$ cat src/rtl/seq_detect_param.sv
// seq_detect_param: serial pattern detector with a runtime-loadable pattern,
// a registered one-cycle match pulse and a saturating match counter.
// Overlapping or non-overlapping detection is chosen per accepted bit.
//
// Input qualification: x is consumed on a rising clk edge only when
// x_valid=1. There is no back-pressure (the detector always accepts), and
// bits presented in a cycle where pat_load=1 are dropped.
//
// The detector's state is the shift history plus a fill count. The
// matched-prefix length derived from them is exported on prog as the
// observable FSM state.
module seq_detect_param #(
    parameter int               PAT_W       = 4,
    parameter int               CNT_W       = 8,
    parameter logic [PAT_W-1:0] DEFAULT_PAT = 4'b1010,
    localparam int              PW          = $clog2(PAT_W + 1)
) (
    input  logic             clk,
    input  logic             rst,
    input  logic             x,
    input  logic             x_valid,
    input  logic             overlap,
    input  logic             pat_load,
    input  logic [PAT_W-1:0] pat_in,
    input  logic             clr_cnt,
    output logic             out,
    output logic [PW-1:0]    prog,
    output logic [CNT_W-1:0] match_cnt
);

    // Registered state and next-state values
    logic [PAT_W-1:0] pat_q,  pat_d;
    logic [PAT_W-1:0] hist_q, hist_d;
    logic [PW-1:0]    fill_q, fill_d;
    logic             out_q,  out_d;
    logic [CNT_W-1:0] cnt_q,  cnt_d;

    // Candidate values if the current bit is accepted
    logic [PAT_W-1:0] h_acc;
    logic [PW-1:0]    f_acc;
    logic             match;

    // Shift candidate, saturating fill candidate and the match decision
    always_comb begin
        h_acc = {hist_q[PAT_W-2:0], x};
        f_acc = (fill_q == PW'(PAT_W)) ? fill_q : fill_q + 1'b1;
        match = x_valid && !pat_load && (f_acc == PW'(PAT_W)) && (h_acc == pat_q);
    end

    // Next-state: pattern load beats an accepted bit, which beats idle
    always_comb begin
        pat_d  = pat_q;
        hist_d = hist_q;
        fill_d = fill_q;
        out_d  = 1'b0;
        if (pat_load) begin
            pat_d  = pat_in;
            fill_d = '0;
        end else if (x_valid) begin
            hist_d = h_acc;
            out_d  = match;
            // A non-overlapping match restarts the count of collected bits
            fill_d = (match && !overlap) ? '0 : f_acc;
        end
    end

    // Counter: clear has priority over a same-cycle increment; saturates at all-ones
    always_comb begin
        cnt_d = cnt_q;
        if (clr_cnt) begin
            cnt_d = '0;
        end else if (match && (cnt_q != {CNT_W{1'b1}})) begin
            cnt_d = cnt_q + 1'b1;
        end
    end

    // State registers with asynchronous active-high reset
    always_ff @(posedge clk or posedge rst) begin
        if (rst) begin
            pat_q  <= DEFAULT_PAT;
            hist_q <= '0;
            fill_q <= '0;
            out_q  <= 1'b0;
            cnt_q  <= '0;
        end else begin
            pat_q  <= pat_d;
            hist_q <= hist_d;
            fill_q <= fill_d;
            out_q  <= out_d;
            cnt_q  <= cnt_d;
        end
    end

    // Matched-prefix length: largest k <= fill whose newest k history bits
    // equal the first k pattern bits (pattern MSB is sent first)
    always_comb begin
        prog = '0;
        for (int k = 1; k <= PAT_W; k++) begin
            if ((PW'(k) <= fill_q) &&
                (((hist_q ^ (pat_q >> (PAT_W - k))) & ({PAT_W{1'b1}} >> (PAT_W - k))) == '0)) begin
                prog = PW'(k);
            end
        end
    end

    assign out       = out_q;
    assign match_cnt = cnt_q;

endmodule

$ cat config.mk
export PLATFORM = sky130hd
export DESIGN_NAME = seq_detect_param
export DESIGN_NICKNAME = d
export VERILOG_FILES = /design/src/rtl/seq_detect_param.sv
export SDC_FILE = /design/constraint.sdc
export NUM_CORES = 1
export LEC_CHECK = 0
export CAP_MARGIN = 40
export CELL_PAD_IN_SITES_DETAIL_PLACEMENT = 1
export CELL_PAD_IN_SITES_GLOBAL_PLACEMENT = 2
export CORE_MARGIN = 2
export CORE_UTILIZATION = 32
export DETAILED_ROUTE_END_ITERATION = 7
export GPL_TIMING_DRIVEN = 0
export PLACE_DENSITY = 0.81
export SLEW_MARGIN = 0
export SYNTH_ARGS = -nofsm -noshare
export SYNTH_HDL_FRONTEND = slang
export SYNTH_SLANG_ARGS = --single-unit
$ cat constraint.sdc
create_clock -name clk -period 2.8 [get_ports clk]
set_input_delay 0.56 -clock clk [delete_from_list [all_inputs] [get_ports clk]]
set_output_delay 0.56 -clock clk [all_outputs]
set_load 0.02 [all_outputs]
==> results of run 1 <==
path summary, 6_finish.rpt:
kind | from | slack (ps) | cells past startpoint | end
max | fill_q[0] | 210 | 7 | prog[1]
min | hist_q[3] | 560 | 1 | hist_q[3]
max reg2reg | fill_q[0] | 210 | 8 | match_cnt[7]
min reg2reg | hist_q[3] | 560 | 1 | hist_q[3]
max in group asynchronous | rst | 1560 | 2 | fill_q[0]
min in group asynchronous | rst | 750 | 2 | match_cnt[0]
repair_timing:
item | CTS | global route
resized for setup | 3 | 1
cloned | 0 | 0
hold buffers | 0 | 0
endpoints found under the setup margin | 3 | 3
setup buffers | 0 | 0
endpoints found under the hold margin | 0 | 0
pin swaps | 0 | 0
final cells by class:
| class | count | area [sq um] | area share (%) |
|---|---|---|---|
| timing repair buffer | 21 | 206 | 13.4 |
| clock inverter | 1 | 30.0 | 1.94 |
| buffer | 6 | 42.5 | 2.75 |
| inverter | 5 | 18.8 | 1.21 |
| multi-input combinational | 85 | 643 | 41.6 |
| clock buffer | 3 | 41.3 | 2.67 |
| tap | 48 | 60.1 | 3.89 |
| sequential | 20 | 503 | 32.6 |
state kept, by name (all words and copies together), names as in the netlist:
signal,count
pat_q,4
match_cnt,8
hist_q,4
out,1
fill_q,3
metrics by stage:
step | area, sq um | power, uW
6_report | 1550 | 804
5_1_grt | 1550 | 849
4_1_cts | 1540 | 816
3_5_place_dp | 1470 | 521
3_3_place_gp | 1470 | 510
2_1_floorplan | 1200 | 467
cell families after synthesis:
logic type,after synthesis,synth area share [%]
simple gates,39,18.1
mux,13,12.0
compound gates,16,8.12
buf+inv,11,5.10
flops,20,41.8
xor+xnor,13,10.7
fa+ha+maj,4,4.16
synth_stat cells (2+ instances only):
cell / instances
dfrtp_1: 18
mux2_2: 11
nor2_1: 8
a21oi_1: 7
xor2_1: 6
inv_1: 5
nand2_1: 5
xnor2_1: 5
ha_1: 4
nand2b_1: 4
nand3_1: 4
o31ai_1: 4
or4_1: 4
nor2b_1: 3
nor4_1: 3
o21ai_0: 3
buf_6: 2
clkbuf_1: 2
dfstp_2: 2
mux2i_1: 2
nor3_1: 2
xnor2_2: 2
critical path: cells and delay by family (launching register included):
kind                       cells  cell delay, ps
AOI/OAI and AO/OA              1              50
adders and majority gates      1             230
buffers and inverters          2             490
DFF                            1             450
and+or+nand+nor                3             550
per-layer routing:
layer,share of wire [%],global-route usage (%),vias up
li1,-,-,458
met1,44,18.7,457
met2,52,25.1,16
met3,3.6,3.77,0
met4,0,3.91,0
met5,0,0,-
report_power, final:
part | switching (uW) | internal (uW) | leakage (uW)
sequential | 33.3 | 316 | 0.000258
clock | 99.5 | 191 | 0.0000357
combinational | 74.4 | 89.4 | 0.000344
total | 207 | 597 | 0.000638
==> results.md, run 1 <==
* Top cell type's share of synthesized area at 37.5%
* Sink Count at 20
* Initial core utilization at 33.1%
* EDFF count, synth at 0
* Setup Skew at 1.30 ps
* FF+latch count, synth at 20
* Clock Tree Root: clkbuf_8
* RSZ-0062 raised after global routing: no
* Syn_area_per_cell at 10.4 sq um
* Vias per Instance at 4.93
* IO Count at 23
* Unique masters post-synth at 32
* Fmax at 0.385 GHz
* Synth Instances at 116
* Top_reg_cell synth: dfrtp_1
* Vias at 931
* H-tree depth at 1
* Initial DRC count at 53
* Die H at 65.3 um
* Post-route ant nets at 0
* Crit path required time at 2240 ps
* Ys Warns at 0
* Detailed-router iteration count before antenna repair at 4
* Commonest cells after routing, fill and taps aside: 18 x dfrtp_1, 18 x clkdlybuf4s50_1, 11 x mux2_2
* Reg clk slew, reported paths at 80 ps
* Place WS at -198 ps
* Max incr delay on CP at 450 ps
* Max_cap viols at 0
* Final Hold Vio Count at 0
* Final Setup Violations at 0
* Core footprint at 0.00363 sq mm
* DR DRC count at 0
* Nets at 157
* Max Buffers Root-to-Sink at 2
* CP Cell Sequence: inv_1 > ha_1 > nor3_1 > nor4_1 > and3_1 > a21oi_1 > dlygate4sd2_1
* Period utilization at 92.7%
* Crit path time final at 2590 ps
* Status: complete, no violations
* Post-route setup slack at 205 ps
* Utilization after layout at 42.5%
* DP Cell Count at 185
* Post-Syn Area at 0.00120 sq mm
* Fillcell total at 420
* Crit. End Element: primary output
* Hold crit path type: reg2reg
* First-pass GRT wire length at 4.75 mm
* Antenna violations before repair at 0
* Critical Path AT at 2030 ps
* # rows at 22
* Post-Layout Cell Count at 189
* Area Overhead vs Synth at 28.5%
* Critical path class: reg2out
* Antenna Cells at 0
* Sequential element share of the synthesized area at 41.8%
* Asr flop ratio synth at 100%
* Post-DP HPWL at 2.12 mm
* Port Buf Inserts at 21
* Largest net degree at the start of global routing at 21
* Total track usage at 14.8%
* Syn nets at 131
* Leakage at 0.000638 uW
* Peak supply drop at 0.382 mV
* PwrDens at 520 mW/mm^2
* Final WL at 2.82 mm
* CP Launch Type: flop
* Synth area leaders: dfrtp_1 37%, mux2_2 10%, dfstp_2 4.4%, xor2_1 4.4%, ha_1 4.2%
* Area leader, netlist: dfrtp_1
* Total CTS buffers at 3
* WHS at 557 ps
* Fin Setup TNS at 0 ps
* Die width at 65.3 um
* CP Max Fanout at 5
* CP max-delay cell: dfrtp_1
* Overflow after GRT at 0
* Die area at 0.00426 sq mm
* Share of cells above drive strength 1 at 18.4%
* Worst-Margin Slew at 795 ps
* Worst-Skew Late Latency at 260 ps
* Slew HR at 46.9%
* Vias in the first global route at 984
* Placer congestion estimate at 0.731
* CTS tree: done
* Avg WL per Cell at 14.9 um
* Max-slew violations at 0
Note: power is estimated with default switching activity, not from simulation.
==> run 2, diff against run 1 <==
--- a/config.mk
+++ b/config.mk
@@ -13,7 +13,7 @@
 export DETAILED_ROUTE_END_ITERATION = 7
 export GPL_TIMING_DRIVEN = 0
 export PLACE_DENSITY = 0.81
-export SLEW_MARGIN = 0
+export SLEW_MARGIN = 20
 export SYNTH_ARGS = -nofsm -noshare
 export SYNTH_HDL_FRONTEND = slang
 export SYNTH_SLANG_ARGS = --single-unit
==> run 2 against run 1 <==
  * Flip-flop and latch count unchanged
  * Sequential share of layout area is 0.24 points lower
  * Largest cell class unchanged
  * Hold slack worse by 2.5 ps
  * Non-clock buffer count increased by 1
  * Critical path depth did not move
  * Sequential power is essentially flat
  * Clock power is essentially flat
  * First-iteration DRC count did not move
  * Fmax about the same
  * Wire length increased by 0.99%
==> results.md, run 2 (synthesis gave the netlist of run 1 again) <==
* Crit path time final at 2590 ps (about the same)
* Sink Count at 20 (unchanged)
* Resized Gates After CTS at 3 (unchanged)
* Cell internal pwr at 598 uW (was 597 uW)
* Antenna violations before repair at 0 (unchanged)
* Nets at 158 (was 157)
* Vias at 935 (was 931)
* Clock Tree Root: clkbuf_8 (unchanged)
* Reg clk slew, reported paths at 80 ps (about the same)
* Slew HR at 71.9% (was 46.9%)
* Peak supply drop at 0.384 mV (was 0.382 mV)
* Initial core utilization at 33.1% (unchanged)
* Critical R2R Launch: fill_q[0] (unchanged)
* Placed inst area at 0.00147 sq mm (unchanged)
* Max-slew violations at 0 (unchanged)
* Clock power share at 36.0% (was 36.1%)
* # rows at 22 (unchanged)
* Detailed-router iteration count before antenna repair at 4 (unchanged)
* Critical path class: reg2out (unchanged)
* Sequential share of power at 43.4% (was 43.5%)
* Die width at 65.3 um (unchanged)
* R2R cell count at 8 (unchanged)
* Max Buffers Root-to-Sink at 2 (unchanged)
* Overflow after GRT at 0 (unchanged)
* Total track usage at 14.8% (unchanged)
* Register-to-register setup slack at 210 ps (about the same)
* Crit. End Element: primary output (unchanged)
* PwrDens at 518 mW/mm^2 (was 520 mW/mm^2)
* Post-DP HPWL at 2.12 mm (unchanged)
* Largest register FFs at 8 (unchanged)
* H-tree depth at 1 (unchanged)
* Comb pwr share at 20.6% (was 20.4%)
* Post-route setup slack at 205 ps (about the same)
* RSZ-0062 raised after global routing: no (unchanged)
* Core footprint at 0.00363 sq mm (unchanged)
* # hold bufs at CTS at 0 (unchanged)
* Final Hold Vio Count at 0 (unchanged)
* Period utilization at 92.7% (about the same)
* Worst-Skew Late Latency at 260 ps (about the same)
* Post-route ant nets at 0 (unchanged)
* R2r endpoint: match_cnt[7] (unchanged)
* First-pass GRT wire length at 4.75 mm (unchanged)
* Hold crit path type: in2async (was reg2reg)
* WHS at 555 ps (was 557 ps)
* Final Setup Violations at 0 (unchanged)
* Initial DRC count at 53 (unchanged)
* Leakage at 0.000644 uW (was 0.000638 uW)
* Critical Path AT at 2030 ps (about the same)
* Max incr delay on CP at 450 ps (about the same)
* Port Buf Inserts at 21 (unchanged)
* Crit path required time at 2240 ps (about the same)
* Commonest cells after routing, fill and taps aside: 18 x dfrtp_1, 18 x clkdlybuf4s50_1, 11 x mux2_2 (unchanged)
* CP max-delay cell: dfrtp_1 (unchanged)
* Die area at 0.00426 sq mm (unchanged)
* Post-CTS Setup Inserts at 0 (unchanged)
* Share of cells above drive strength 1 at 19.0% (was 18.4%)
* Antenna Cells at 0 (unchanged)
* Largest net degree at the start of global routing at 21 (unchanged)
* Setup Skew at 1.81 ps (was 1.30 ps)
* CP Max Fanout at 5 (unchanged)
* Total CTS buffers at 3 (unchanged)
* Area Overhead vs Synth at 29.4% (was 28.5%)
* IO Count at 23 (unchanged)
* Vias per Instance at 4.92 (was 4.93)
* CP Launch Type: flop (unchanged)
* Die H at 65.3 um (unchanged)
* Fin Setup TNS at 0 ps (unchanged)
* Switch Pwr at 209 uW (was 207 uW)
* Placer congestion estimate at 0.731 (unchanged)
* Design Area, Final at 0.00156 sq mm (was 0.00155 sq mm)
* CP Cell Sequence: inv_1 > ha_1 > nor3_1 > nor4_1 > and3_1 > a21oi_1 > dlygate4sd2_1 (unchanged)
* CTS tree: done (unchanged)
* Worst-Margin Slew at 421 ps (was 795 ps)
* Avg WL per Cell at 15.0 um (was 14.9 um)
* Vias in the first global route at 984 (unchanged)
* Fmax at 0.385 GHz (about the same)
* Final WL at 2.84 mm (was 2.82 mm)
* Switching Fraction at 25.9% (was 25.8%)
* Status: complete, no violations (unchanged)
* Place WS at -198 ps (unchanged)
* DR DRC count at 0 (unchanged)
* Max_cap viols at 0 (unchanged)
run 2: worst max-delay path, delay by kind of cell (launching register included):
family                     cells  cell delay (ps)
buffers and inverters          2              490
adders and majority gates      1              230
AOI/OAI and AO/OA              1               50
and+or+nand+nor                3              550
DFF                            1              450
run 2: how the worst max path moves through the flow:
stage	slack (ps)	start	end
2_1_floorplan	500	fill_q[0]	match_cnt[7]
3_3_place_gp	-40	x_valid	match_cnt[7]
3_5_place_dp	-200	x_valid	match_cnt[7]
4_1_cts	80	x_valid	match_cnt[7]
5_1_grt	40	fill_q[0]	prog[1]
6_report	210	fill_q[0]	prog[1]
run 2: routing by layer:
metal,vias to the layer above,part of all wire [%],track usage (%)
li1,460,-,-
met1,459,45,18.7
met2,16,51,25.1
met3,0,3.6,3.77
met4,0,0,3.91
met5,-,0,0
run 2: layout make-up:
| type | instances | area [sq um] |
|---|---|---|
| Fill cell | 420 | 2080 |
| Multi-Input combinational cell | 85 | 643 |
| Sequential cell | 20 | 503 |
| Timing Repair Buffer | 22 | 218 |
| Tap cell | 48 | 60.1 |
| Buffer | 6 | 42.5 |
| Clock buffer | 3 | 41.3 |
| Clock inverter | 1 | 30.0 |
| Inverter | 5 | 18.8 |
run 2: power groups by stage:
stage | clock [uW] | sequential (uW) | combinational, uW
2_1_floorplan | 0 | 346 | 121
3_3_place_gp | 0 | 352 | 159
3_5_place_dp | 0 | 356 | 165
4_1_cts | 300 | 350 | 166
5_1_grt | 313 | 354 | 183
6_report | 291 | 350 | 166
run 2: stage by stage:
| step | utilization, % | std cells | power [uW] |
|---|---|---|---|
| final | 42.8 | 190 | 807 |
| after global routing | 42.8 | 190 | 851 |
| after CTS | 42.4 | 189 | 816 |
| after detailed placement | 40.5 | 185 | 521 |
| after global placement | 40.5 | 185 | 510 |
| after floorplan | - | 116 | 467 |
